--- src/rtl/gpio_defaults_sequencer.sv ---
// rtl/gpio_defaults_sequencer.sv - GPIO default-config shadow registers with serial load sequencer
//
// Holds one CFG_WIDTH configuration word per GPIO channel and shifts all of
// them out to the GPIO control chain, followed by a one-cycle latch strobe.
//
// Ports:
//   clk, resetn        clock, asynchronous active-low reset
//   cfg_we/sel/wdata   single-channel shadow write (IDLE only)
//   restore            reload every shadow word from GPIO_CONFIG_INIT (IDLE only)
//   xfer_start         start a serial transfer of all shadow words
//   gpio_defaults      packed shadow words, channel i at [i*CFG_WIDTH +: CFG_WIDTH]
//   serial_clock/data  shift clock and data, highest channel first, MSB first
//   serial_load        latch strobe after the last bit
//   busy, done         transfer in progress / completion pulse
//   cfg_err            pulse for a rejected write or restore

module gpio_defaults_sequencer #(
    parameter int NUM_GPIO  = 2,
    parameter int CFG_WIDTH = 13,
    parameter logic [NUM_GPIO*CFG_WIDTH-1:0] GPIO_CONFIG_INIT = {NUM_GPIO{13'h0402}},
    parameter int AUTO_LOAD = 1,
    localparam int SEL_W = (NUM_GPIO > 1) ? $clog2(NUM_GPIO) : 1
) (
    input  logic                          clk,
    input  logic                          resetn,
    input  logic                          cfg_we,
    input  logic [SEL_W-1:0]              cfg_sel,
    input  logic [CFG_WIDTH-1:0]          cfg_wdata,
    input  logic                          restore,
    input  logic                          xfer_start,
    output logic [NUM_GPIO*CFG_WIDTH-1:0] gpio_defaults,
    output logic                          serial_clock,
    output logic                          serial_data,
    output logic                          serial_load,
    output logic                          busy,
    output logic                          done,
    output logic                          cfg_err
);

    localparam int CH_W  = SEL_W;
    localparam int BIT_W = (CFG_WIDTH > 1) ? $clog2(CFG_WIDTH) : 1;

    localparam logic [CH_W-1:0]  CH_LAST  = CH_W'(NUM_GPIO - 1);
    localparam logic [BIT_W-1:0] BIT_LAST = BIT_W'(CFG_WIDTH - 1);
    localparam logic [SEL_W:0]   NUM_SEL  = (SEL_W + 1)'(NUM_GPIO);

    localparam logic [1:0] IDLE  = 2'd0;
    localparam logic [1:0] SHIFT = 2'd1;
    localparam logic [1:0] LOAD  = 2'd2;

    logic [CFG_WIDTH-1:0] shadow [NUM_GPIO];
    logic [1:0]           state;
    logic [CH_W-1:0]      ch_cnt;
    logic [BIT_W-1:0]     bit_cnt;
    logic                 phase;
    // Stands in for xfer_start on the first edge after reset release.
    logic                 auto_pend;

    logic                 sel_ok;
    logic                 start;
    logic [CFG_WIDTH-1:0] cur_word;

    assign sel_ok   = ({1'b0, cfg_sel} < NUM_SEL);
    assign start    = xfer_start | auto_pend;
    assign cur_word = shadow[ch_cnt];

    for (genvar g = 0; g < NUM_GPIO; g++) begin : g_pack
        assign gpio_defaults[g*CFG_WIDTH +: CFG_WIDTH] = shadow[g];
    end

    // All serial outputs decode from state, so they drop to 0 the instant
    // reset asserts and are 0 throughout IDLE.
    assign busy         = (state != IDLE);
    assign serial_load  = (state == LOAD);
    assign serial_clock = (state == SHIFT) & phase;
    assign serial_data  = (state == SHIFT) & cur_word[BIT_LAST - bit_cnt];

    always_ff @(posedge clk or negedge resetn) begin
        if (!resetn) begin
            for (int i = 0; i < NUM_GPIO; i++) begin
                shadow[i] <= GPIO_CONFIG_INIT[i*CFG_WIDTH +: CFG_WIDTH];
            end
            state     <= IDLE;
            ch_cnt    <= '0;
            bit_cnt   <= '0;
            phase     <= 1'b0;
            auto_pend <= (AUTO_LOAD != 0);
            done      <= 1'b0;
            cfg_err   <= 1'b0;
        end else begin
            auto_pend <= 1'b0;
            done      <= 1'b0;
            cfg_err   <= 1'b0;
            case (state)
                IDLE: begin
                    // restore outranks a simultaneous write and suppresses its error.
                    if (restore) begin
                        for (int i = 0; i < NUM_GPIO; i++) begin
                            shadow[i] <= GPIO_CONFIG_INIT[i*CFG_WIDTH +: CFG_WIDTH];
                        end
                    end else if (cfg_we) begin
                        if (sel_ok) begin
                            shadow[cfg_sel] <= cfg_wdata;
                        end else begin
                            cfg_err <= 1'b1;
                        end
                    end
                    if (start) begin
                        state   <= SHIFT;
                        ch_cnt  <= CH_LAST;
                        bit_cnt <= '0;
                        phase   <= 1'b0;
                    end
                end
                SHIFT: begin
                    if (cfg_we || restore) begin
                        cfg_err <= 1'b1;
                    end
                    phase <= ~phase;
                    if (phase) begin
                        if (bit_cnt == BIT_LAST) begin
                            bit_cnt <= '0;
                            if (ch_cnt == '0) begin
                                state <= LOAD;
                            end else begin
                                ch_cnt <= ch_cnt - 1'b1;
                            end
                        end else begin
                            bit_cnt <= bit_cnt + 1'b1;
                        end
                    end
                end
                LOAD: begin
                    if (cfg_we || restore) begin
                        cfg_err <= 1'b1;
                    end
                    state   <= IDLE;
                    done    <= 1'b1;
                    ch_cnt  <= '0;
                    bit_cnt <= '0;
                    phase   <= 1'b0;
                end
                default: begin
                    state <= IDLE;
                end
            endcase
        end
    end

endmodule

--- config.mk ---
export PLATFORM = sky130hd
export DESIGN_NAME = gpio_defaults_sequencer
export DESIGN_NICKNAME = d
export VERILOG_FILES = /design/src/rtl/gpio_defaults_sequencer.sv
export SDC_FILE = /design/constraint.sdc
export NUM_CORES = 1
export LEC_CHECK = 0
export BUFFER_PORTS_ARGS = -buffer_cell sky130_fd_sc_hd__buf_2
export CAP_MARGIN = 30
export CORE_UTILIZATION = 51
export CTS_BUF_LIST = sky130_fd_sc_hd__clkbuf_8 sky130_fd_sc_hd__clkbuf_16
export CTS_CLUSTER_DIAMETER = 50
export DETAILED_ROUTE_END_ITERATION = 8
export PLACE_DENSITY = 0.83
export SLEW_MARGIN = 25
export SYNTH_ARGS = -nofsm -noshare
export SYNTH_HDL_FRONTEND = slang
export SYNTH_SLANG_ARGS = --single-unit
--- constraint.sdc ---
create_clock -name clk -period 1.9 [get_ports clk]
set_clock_uncertainty 0.05 [all_clocks]
set_input_delay 0.19 -clock clk [delete_from_list [all_inputs] [get_ports clk]]
set_output_delay 0.19 -clock clk [all_outputs]
set_load 0.05 [all_outputs]
==> reports/results.tsv <==
metric	value	unit
Antenna Nets Post-Route	0	
WHS	0.0703	ns
Ant. Diodes	0	
fin crit period	2.19	ns
Final Setup Violations	1	
final core occ	71.3	%
Yosys cell types	36	
Synth Net Count	181	
DRC violations left	0	
status	finished with violations	
die height	61.8	um
critical path launch point type	register	
RSZ-0062 raised after global routing	yes	
Period Utilization, post-route	115	%
Cell Rows	21	
# fillers	238	
first-pass GRT wire length	7.15	mm
M1 wire length	1.75	mm
initial antenna violation count	0	
Yosys warning count	0	
global-route usage over all layers	27.4	%
cell taking the most area after synthesis	dfrtp_1	
Vias/cell	5.73	
Initial Util	53.8	%
deepest clock path buffer count	2	
IO Port Bufs	50	
Crit path required time	1.66	ns
met3 routed WL	390	um
CTS Sinks	37	
CTS tree	built	
post-synthesis sequential area ratio	51.1	%
worst r2r path cells	6	
Vias	1535	
worst skew pair latency	0.29	ns
final non-filler cell total	268	
post-synth top area share	43.9	%
crit end category	output pin	
layout cells sized above 1	43.2	%
Worst Min Path Start	cfg_wdata[1]	
Worst Tran Pin Value	0.805	ns
fin nets	246	
Setup WS post-layout	-0.292	ns
Syn-to-layout area delta	32.6	%
pre-CTS setup slack	-0.101	ns
hold depth	3	
Placed Cells	259	
R2R setup slack	0.11	ns
vias in the first global route	1502	
final hold viol count	0	
Max Freq	456	MHz
Max Cap Viol	0	
Worst Hold Path EP	gpio_defaults[14]	
Post-Route WL	4.69	mm
core area	0.00339	sq mm
H-tree lvl count	2	
power per standard cell area	1890	mW/mm^2
Hold Crit Class	input pin to register	
wire per inst	17.5	um
VDD IR max	0.00107	V
GPL Wtd Cong	0.864	
FF-to-FF End	bit_cnt[2]	
Worst R2R Start	state[0]	
Worst Path Max Fanout	6	
Power Total	4560	uW
Avg Inst Size Synth	11.7	sq um
Die Area	0.00382	sq mm
die span in x	61.8	um
clock-pin slew on the worst setup and hold paths	0.07	ns
relative slew slack	46.3	%
Gate Count Post-Synth	156	
DRT Pass-1 Iters	4	
worst setup path start	bit_cnt[1]	
Crit path arrival time	1.95	ns
grt ovf	0	
critical path class	register to output pin	
failing checks	negative setup slack	
top layer in use	met4	
synthesized area	0.00182	sq mm
Yosys reg bits	37	
clock tree root buffer cell	clkbuf_8	
first-iteration detailed-routing DRC count	69	
Top Ports	51	
post-CTS setup buffers	0	
largest net degree at the start of global routing	38	
WL met2	2.44	mm
post-DP HPWL	3.08	mm
largest cells by area after synthesis	dfrtp_1, a22o_1, dfstp_2	
Final Max Tran Viols	0	
cts bufs inserted	5	
Lkg Pwr	0.00125	uW
==> report_power, final <==
part           total (uW)  leakage, uW  internal (uW)  switching, uW
clock                 709    0.0000574            427            282
sequential           1250     0.000482           1050            200
combinational        2610     0.000713            906           1700
==> cell usage after synthesis <==
library cell	n
a21o_1	1
buf_2	4
o211ai_1	1
and2b_2	1
nor3b_1	2
a32o_1	1
clkbuf_1	1
nor2_1	3
buf_6	1
a22o_1	22
conb_1	1
a21oi_1	8
nand3_1	4
dfstp_2	5
xnor2_1	1
ha_1	6
inv_1	12
nor3_1	1
and2_4	1
xor2_1	1
a31oi_1	1
o21ai_0	5
mux2_2	2
dfrtp_1	32
o21a_1	2
o22ai_1	1
a22oi_1	4
nand3_2	1
mux4_1	2
mux2i_1	11
or3_4	1
and2_1	3
nand2_1	8
a221oi_2	1
nor3_2	1
nor2b_1	4
==> metrics by stage <==
step | TNS [ns] | area [sq um]
final | -0.292 | 2420
after floorplan | -0.109 | 1860
after global routing | -0.363 | 2420
after global placement | -0.0145 | 2220
after detailed placement | -0.101 | 2220
after CTS | -0.309 | 2390
==> cells by family (layout without fill, tap and decap cells) <==
family	count (synthesis)	after routing	share of synthesized area, %
DFF	37	37	51.1
AOI/OAI and AO/OA	47	47	19.5
buffers and inverters	18	84	4.39
muxes	15	15	10.2
other	1	1	0.206
and+or+nand+nor	30	30	9.54
xor gates and xnor gates	2	2	0.961
adders and majority gates	6	6	4.12
==> how the worst max path moves through the flow <==
stage | endpoint | slack, ns
finish | serial_data | -0.29
global route | serial_data | -0.36
CTS | serial_data | -0.31
detailed placement | serial_data | -0.10
global placement | serial_data | -0.01
floorplan | serial_data | -0.11
==> registers in the layout, indices dropped and copies added, names as in the netlist <==
signal and flops:
auto_pend 1, cfg_err 1, ch_cnt 1, state 2, done 1, bit_cnt 4, gpio_defaults 26, phase 1
==> routing by layer <==
layer,global-route usage [%],vias to the layer above
met3,8.70,14
met5,0,-
met1,33.7,756
met4,12.7,0
li1,-,697
met2,44.2,68
==> cells in the final DEF, fill, tap and decap left out, types with 2 or more instances in the layout <==
cell and n:
and2_4 2, mux4_1 2, clkbuf_8 6, mux2_2 2, nor2b_1 3, ha_1 5, buf_4 12, nand3_1 3
dfrtp_1 32, inv_1 10, a22oi_1 2, a22oi_2 2, and2_1 2, nor2_1 2, o21a_1 2, mux2i_1 11
a22o_1 22, a21oi_1 7, nor3b_1 2, o21ai_0 5, buf_2 49, nand3_2 2, dfstp_2 5, nand2_1 8
buf_6 2
==> timing repair <==
action / 4_1_cts / 5_1_grt
hold endpoints to repair: 32 / 0
hold buffers: 1 / 0
resized for setup: 9 / 5
endpoints found under the setup margin: 1 / 4
pin swaps: 0 / 2
==> worst max-delay path, stage by stage (launching register included) <==
cell and delay [ns]:
dfrtp_1 0.40, inv_2 0.09, ha_4 0.22, nor2b_2 0.18
a22oi_2 0.22, nand3_2 0.12, a221oi_4 0.25, buf_6 0.19
==> layout make-up <==
type,count,area (sq um),share of cell area (%)
clock buffer,6,82.6,3.42
clock inverter,2,37.5,1.55
inverter,12,47.5,1.97
multi-input combinational,101,892,36.9
sequential,37,932,38.6
tap,46,57.6,2.38
timing repair buffer,64,368,15.2
No activity file was read; power rests on OpenSTA's default activity.
